**src/rtl/aoc_line_dispatcher.sv**
```systemverilog
// Feeds buffered bank lines one at a time to the digit-selection solver core,
// supervises each run with a watchdog and captures the puzzle total after the last line.
module aoc_line_dispatcher #(
    parameter int IN_WIDTH   = 336,
    parameter int OUT_WIDTH  = 64,
    parameter int FIFO_DEPTH = 4,
    parameter int SUM_LAT    = 2,
    parameter int TIMEOUT    = 4096,
    parameter int CNT_WIDTH  = 16
) (
    input  logic                 clk,
    input  logic                 rst,
    input  logic                 s_valid,
    output logic                 s_ready,
    input  logic [IN_WIDTH-1:0]  s_data,
    input  logic                 s_last,
    output logic                 core_rst,
    output logic                 core_start,
    output logic [IN_WIDTH-1:0]  core_num,
    input  logic                 core_done,
    input  logic [OUT_WIDTH-1:0] core_sum,
    output logic [OUT_WIDTH-1:0] result,
    output logic                 result_valid,
    output logic [CNT_WIDTH-1:0] line_count,
    output logic                 busy,
    output logic                 err
);
    localparam int PTR_W = $clog2(FIFO_DEPTH);
    localparam int WD_W  = $clog2(TIMEOUT) + 1;
    localparam int SL_W  = $clog2(SUM_LAT + 1) + 1;

    localparam logic [PTR_W:0]       PTR_ONE  = (PTR_W + 1)'(1);
    localparam logic [WD_W-1:0]      WD_ONE   = WD_W'(1);
    localparam logic [WD_W-1:0]      WD_LIMIT = WD_W'(TIMEOUT - 1);
    localparam logic [SL_W-1:0]      SL_ONE   = SL_W'(1);
    localparam logic [SL_W-1:0]      SL_LAST  = SL_W'(SUM_LAT - 1);
    localparam logic [CNT_WIDTH-1:0] CNT_ONE  = CNT_WIDTH'(1);

    typedef enum logic [2:0] {
        IDLE,
        CLEAR,
        LOAD,
        START,
        WAIT,
        SETTLE,
        ERROR
    } state_t;

    state_t state_reg, state_next;

    // Each entry is {last flag, line}; one extra pointer bit separates full from empty.
    logic [IN_WIDTH:0]      fifo_mem [FIFO_DEPTH];
    logic [PTR_W:0]         wr_ptr_reg, rd_ptr_reg;
    logic                   fifo_empty, fifo_full;
    logic                   push, pop;

    logic [IN_WIDTH-1:0]    core_num_reg;
    logic                   last_reg;
    logic [WD_W-1:0]        wd_reg;
    logic [SL_W-1:0]        settle_reg;
    logic [CNT_WIDTH-1:0]   line_count_reg;
    logic [OUT_WIDTH-1:0]   result_reg;
    logic                   result_valid_reg;

    assign fifo_empty = (wr_ptr_reg == rd_ptr_reg);
    assign fifo_full  = (wr_ptr_reg[PTR_W] != rd_ptr_reg[PTR_W]) &&
                        (wr_ptr_reg[PTR_W-1:0] == rd_ptr_reg[PTR_W-1:0]);

    assign s_ready = rst && !fifo_full && (state_reg != ERROR);
    assign push    = s_valid && s_ready;
    assign pop     = (state_reg == LOAD) && !fifo_empty;

    assign core_num     = core_num_reg;
    assign result       = result_reg;
    assign result_valid = result_valid_reg;
    assign line_count   = line_count_reg;

    always_ff @(posedge clk or negedge rst) begin
        if (!rst) begin
            state_reg <= IDLE;
        end else begin
            state_reg <= state_next;
        end
    end

    // IDLE also looks at the incoming push so a line accepted into an empty
    // buffer starts the puzzle on the following cycle.
    always_comb begin
        state_next = state_reg;
        core_rst   = !rst;
        core_start = 1'b0;
        busy       = (state_reg != IDLE);
        err        = 1'b0;
        case (state_reg)
            IDLE: begin
                if (!fifo_empty || push) begin
                    state_next = CLEAR;
                end
            end
            CLEAR: begin
                core_rst   = 1'b1;
                state_next = LOAD;
            end
            LOAD: begin
                if (!fifo_empty) begin
                    state_next = START;
                end
            end
            START: begin
                core_start = 1'b1;
                state_next = WAIT;
            end
            WAIT: begin
                if (core_done) begin
                    state_next = last_reg ? SETTLE : LOAD;
                end else if (wd_reg == WD_LIMIT) begin
                    state_next = ERROR;
                end
            end
            SETTLE: begin
                if (settle_reg == SL_LAST) begin
                    state_next = IDLE;
                end
            end
            ERROR: begin
                core_rst = 1'b1;
                err      = 1'b1;
            end
            default: begin
                state_next = IDLE;
            end
        endcase
    end

    always_ff @(posedge clk) begin
        if (push) begin
            fifo_mem[wr_ptr_reg[PTR_W-1:0]] <= {s_last, s_data};
        end
    end

    always_ff @(posedge clk or negedge rst) begin
        if (!rst) begin
            wr_ptr_reg       <= '0;
            rd_ptr_reg       <= '0;
            core_num_reg     <= '0;
            last_reg         <= 1'b0;
            wd_reg           <= '0;
            settle_reg       <= '0;
            line_count_reg   <= '0;
            result_reg       <= '0;
            result_valid_reg <= 1'b0;
        end else begin
            if (push) begin
                wr_ptr_reg <= wr_ptr_reg + PTR_ONE;
            end
            if (pop) begin
                rd_ptr_reg             <= rd_ptr_reg + PTR_ONE;
                {last_reg, core_num_reg} <= fifo_mem[rd_ptr_reg[PTR_W-1:0]];
            end
            case (state_reg)
                CLEAR: begin
                    line_count_reg   <= '0;
                    result_valid_reg <= 1'b0;
                end
                START: begin
                    wd_reg <= '0;
                end
                WAIT: begin
                    if (core_done) begin
                        if (line_count_reg != '1) begin
                            line_count_reg <= line_count_reg + CNT_ONE;
                        end
                        settle_reg <= '0;
                    end else begin
                        wd_reg <= wd_reg + WD_ONE;
                    end
                end
                SETTLE: begin
                    settle_reg <= settle_reg + SL_ONE;
                    // core_sum is valid only on the last settle cycle.
                    if (settle_reg == SL_LAST) begin
                        result_reg       <= core_sum;
                        result_valid_reg <= 1'b1;
                    end
                end
                default: begin
                end
            endcase
        end
    end

endmodule

```
**config.mk**
```make
export PLATFORM = sky130hd
export DESIGN_NAME = aoc_line_dispatcher
export DESIGN_NICKNAME = d
export VERILOG_FILES = /design/src/rtl/aoc_line_dispatcher.sv
export SDC_FILE = /design/constraint.sdc
export NUM_CORES = 2
export LEC_CHECK = 0
export CORE_MARGIN = 10
export CORE_UTILIZATION = 50
export DETAILED_ROUTE_END_ITERATION = 10
export PLACE_DENSITY_LB_ADDON = 0.05
export SLEW_MARGIN = 30
export SYNTH_ARGS = -nofsm -noshare
export SYNTH_HDL_FRONTEND = slang
export SYNTH_SLANG_ARGS = --single-unit
```
**constraint.sdc**
```tcl
create_clock -name clk -period 9.1 [get_ports clk]
set_input_delay 1.82 -clock clk [delete_from_list [all_inputs] [get_ports clk]]
set_output_delay 1.82 -clock clk [all_outputs]
set_load 0.01 [all_outputs]
```
==> summary.md <==
| Metric | Value |
|---|---|
| Logic pwr share | `28.9%` |
| CTS tree | `built` |
| CP Max Fanout | `51` |
| Largest area contributor in the netlist | `edfxtp_1` |
| Post-synth EDFFs | `1348` |
| DP HPWL | `103000 um` |
| Sw Share | `28.2%` |
| Clock slew at reported path FFs | `0.05 ns` |
| Top post-synthesis cells by count | `1348 x edfxtp_1, 443 x dfrtp_1, 337 x mux4_2, 300 x mux2_1, 102 x mux2_2` |
| Clk sinks | `1791` |
| Min Clock Period, post-route | `5.51 ns` |
| Area after DPL | `76000 um2` |
| P_int | `19.0 mW` |
| CP Launch Type | `input pin` |
| R2R Setup Slk | `4.91 ns` |
| # fillers | `9170` |
| Clock power share | `27.7%` |
| GR Overflow Total | `0` |
| Total negative setup slack | `0 ns` |
| Top_reg_cell synth | `edfxtp_1` |
| Mean Syn Cell Area | `23.0 um2` |
| Number of global-route vias before repair | `33767` |
| Port Buf Inserts | `826` |
| # setup viols final | `0` |
| Critical Path End Type | `primary output` |
| Total iterations of the first detailed-routing run | `5` |
| Highest cell delay on the worst timing path | `0.81 ns` |
| Num CTS Buffers | `182` |
| Worst hold start | `result_valid$_DFFE_PN0P_` |
| Initial Util | `50.2%` |
| CTS Buffer Depth | `3` |
| Synth Register Bits | `1791` |
| Vias per cell | `5.57` |
| WL/cell | `27.9 um` |
| Clk Latency, worst-skew pair | `0.79 ns` |
| Routed vias | `31784` |
| GPL Wtd Cong | `0.789` |
| Post-Syn Area | `65800 um2` |
| Top-count cell post-synth | `edfxtp_1` |
| Seq/Total Area, Yosys | `78.4%` |
| Hold Path Class | `reg2reg` |
| Crit path DAT | `3.69 ns` |
| Final hold violation count | `0` |
| Min-Delay Path Depth | `1` |
| Sw power | `7.45 mW` |
| Syn_nets | `3269` |
| P per Cell Area | `322 nW/um2` |
| VDD IR-drop max | `0.224 mV` |
| Period utilisation layout | `60.5%` |
| Crit path cell chain | `buf_8 -> inv_1 -> a311oi_2 -> clkdlybuf4s50_1` |
| LEAKAGE | `28.3 nW` |
| ANT nets after route | `0` |
| Initial antenna violation count | `48` |
| Die Y | `383 um` |
| Async S/R FF share, synth | `24.7%` |
| Worst Tran Pin Value | `1.03 ns` |
| Layout cells sized above 1 | `19.4%` |
| Worst EP required | `7.28 ns` |
| Maximum number of pins on one net before global-route repair | `138` |
| FF-to-FF Start | `rd_ptr_reg[0]$_DFFE_PN0P_` |
| Yosys top cell area share | `61.5%` |
| Max reg flops | `1348` |
| Dpl ws | `3.59 ns` |
| Slack of the critical path | `3.59 ns` |
| Nets@finish | `4194` |
| Worst Clk Skew | `0.0226 ns` |
| Final wirelength | `159000 um` |
| First DRT Iteration DRCs | `2034` |
| Ports | `827` |
| First-pass GRT wire length | `235000 um` |
| Depth of the most critical reg-to-reg path | `5` |
| Row count | `133` |
| Total track usage | `21.7%` |
| Synth area leaders | `edfxtp_1 62%, dfrtp_1 17%, mux4_2 12%, mux2_1 5.1%, mux2_2 1.7%` |
| Crit path max-delay cell type | `clkdlybuf4s50_1` |
| Die Span X | `383 um` |
| Status | `finished clean` |
| DIE AREA | `147000 um2` |
| Post-route cell area | `82100 um2` |
| Distinct cells, synth | `53` |
| Synthesis-to-finish area growth | `24.7%` |
| CTS H-Tree Depth | `4` |
| Clock root cell | `clkbuf_16` |
| WS Path Type | `in2out` |
| Fmax | `182 MHz` |
| # hold bufs at CTS | `0` |
| Residual DRC count | `0` |
| Core ar. | `131000 um2` |
| Relative slew slack | `31.5%` |
| Sum of buffers and inverters on the critical path | `3` |
| Top delay family on crit path | `buffers and inverters` |
| Postcts setup bufs | `0` |
| # resized after CTS | `0` |
| Max-Cap Viols | `0` |
| Slew Limit Fails | `0` |
| Flop pwr share | `43.4%` |
| Non-Filler Instances | `5711` |
| Mapped Cells | `2855` |
| Worst hold endpoint | `result_valid$_DFFE_PN0P_` |
| Ys Warns | `0` |
| RSZ-0062 raised after global routing | `no` |
| Worst r2r dst | `core_num[40]$_DFFE_PN0P_` |
| Placed Cells incl. Taps | `5348` |
| Final Util | `62.6%` |
[power groups by stage]
| stage | combinational [mW] | sequential, mW | clock [mW] |
|---|---|---|---|
| floorplan | 4.03 | 11.8 | 0 |
| global placement | 7.71 | 11.6 | 0 |
| detailed placement | 7.83 | 11.6 | 0 |
| CTS | 7.86 | 11.5 | 7.50 |
| global route | 8.20 | 11.7 | 7.84 |
| finish | 7.65 | 11.5 | 7.33 |
[cells in the final DEF (no fill, tap or decap), drive strengths merged, types with 3 or more instances in the layout]
cell / count
bufinv: 11
or4: 3
and3: 7
xor2: 13
and2: 3
nand3b: 4
o211ai: 5
nand3: 11
nand2: 23
o21ai: 15
diode: 19
nor2b: 3
xnor2: 10
nor3: 4
mux2: 402
buf: 46
a22o: 3
nand2b: 3
or3: 8
clkinv: 49
clkbuf: 271
nand4: 7
a21oi: 11
ha: 9
edfxtp: 1348
and4: 3
mux4: 337
inv: 17
clkdlybuf4s50: 825
dfrtp: 443
nor2: 20
[routing by layer]
layer,wire length [um],vias to the layer above,GRT usage (%),part of all wire [%]
met5,278,-,0,0.17
met4,4270,42,6.86,2.7
met3,11600,257,6.40,7.3
met2,81700,979,36.5,51
met1,61400,16957,27.0,39
li1,-,13549,-,-
[logic make-up (layout without fill, tap and decap cells)]
| kind of cell | count (synthesis) | count (layout) | synth area share [%] |
|---|---|---|---|
| AOI/OAI and AO/OA | 48 | 48 | 0.494 |
| xor gates and xnor gates | 23 | 23 | 0.329 |
| adders and majority gates | 9 | 9 | 0.171 |
| buffers and inverters | 137 | 1219 | 1.32 |
| DFF | 1791 | 1791 | 78.4 |
| muxes | 739 | 739 | 18.4 |
| other | 0 | 19 | 0 |
| and+or+nand+nor | 108 | 108 | 0.913 |
[how the worst max path moves through the flow]
stage	start	to	slack (ns)	cells past startpoint
2_1_floorplan	rst	fifo_mem[3][0]$_DFFE_PP_	2.24	3
3_3_place_gp	rst	s_ready	3.60	4
3_5_place_dp	rst	s_ready	3.59	4
4_1_cts	rst	s_ready	3.58	4
5_1_grt	rst	s_ready	3.45	4
6_report	rst	s_ready	3.59	4
[stage by stage]
stage	total power [mW]	hold slack, ns
after floorplan	15.8	0.473
after global placement	19.3	0.467
after detailed placement	19.5	0.473
after CTS	26.9	0.485
after global routing	27.7	0.496
final	26.4	0.477
[layout make-up]
cell class | count | area, um2 | share of cell area (%)
Antenna cell | 19 | 47.5 | 0.0579
Timing Repair Buffer | 871 | 8870 | 10.8
Clock inverter | 70 | 667 | 0.813
Tap cell | 1755 | 2200 | 2.68
Clock buffer | 271 | 5290 | 6.44
Inverter | 7 | 26.3 | 0.0320
Multi-Input combinational cell | 927 | 13400 | 16.3
Sequential cell | 1791 | 51600 | 62.8
(Power assumes the default switching activity.)
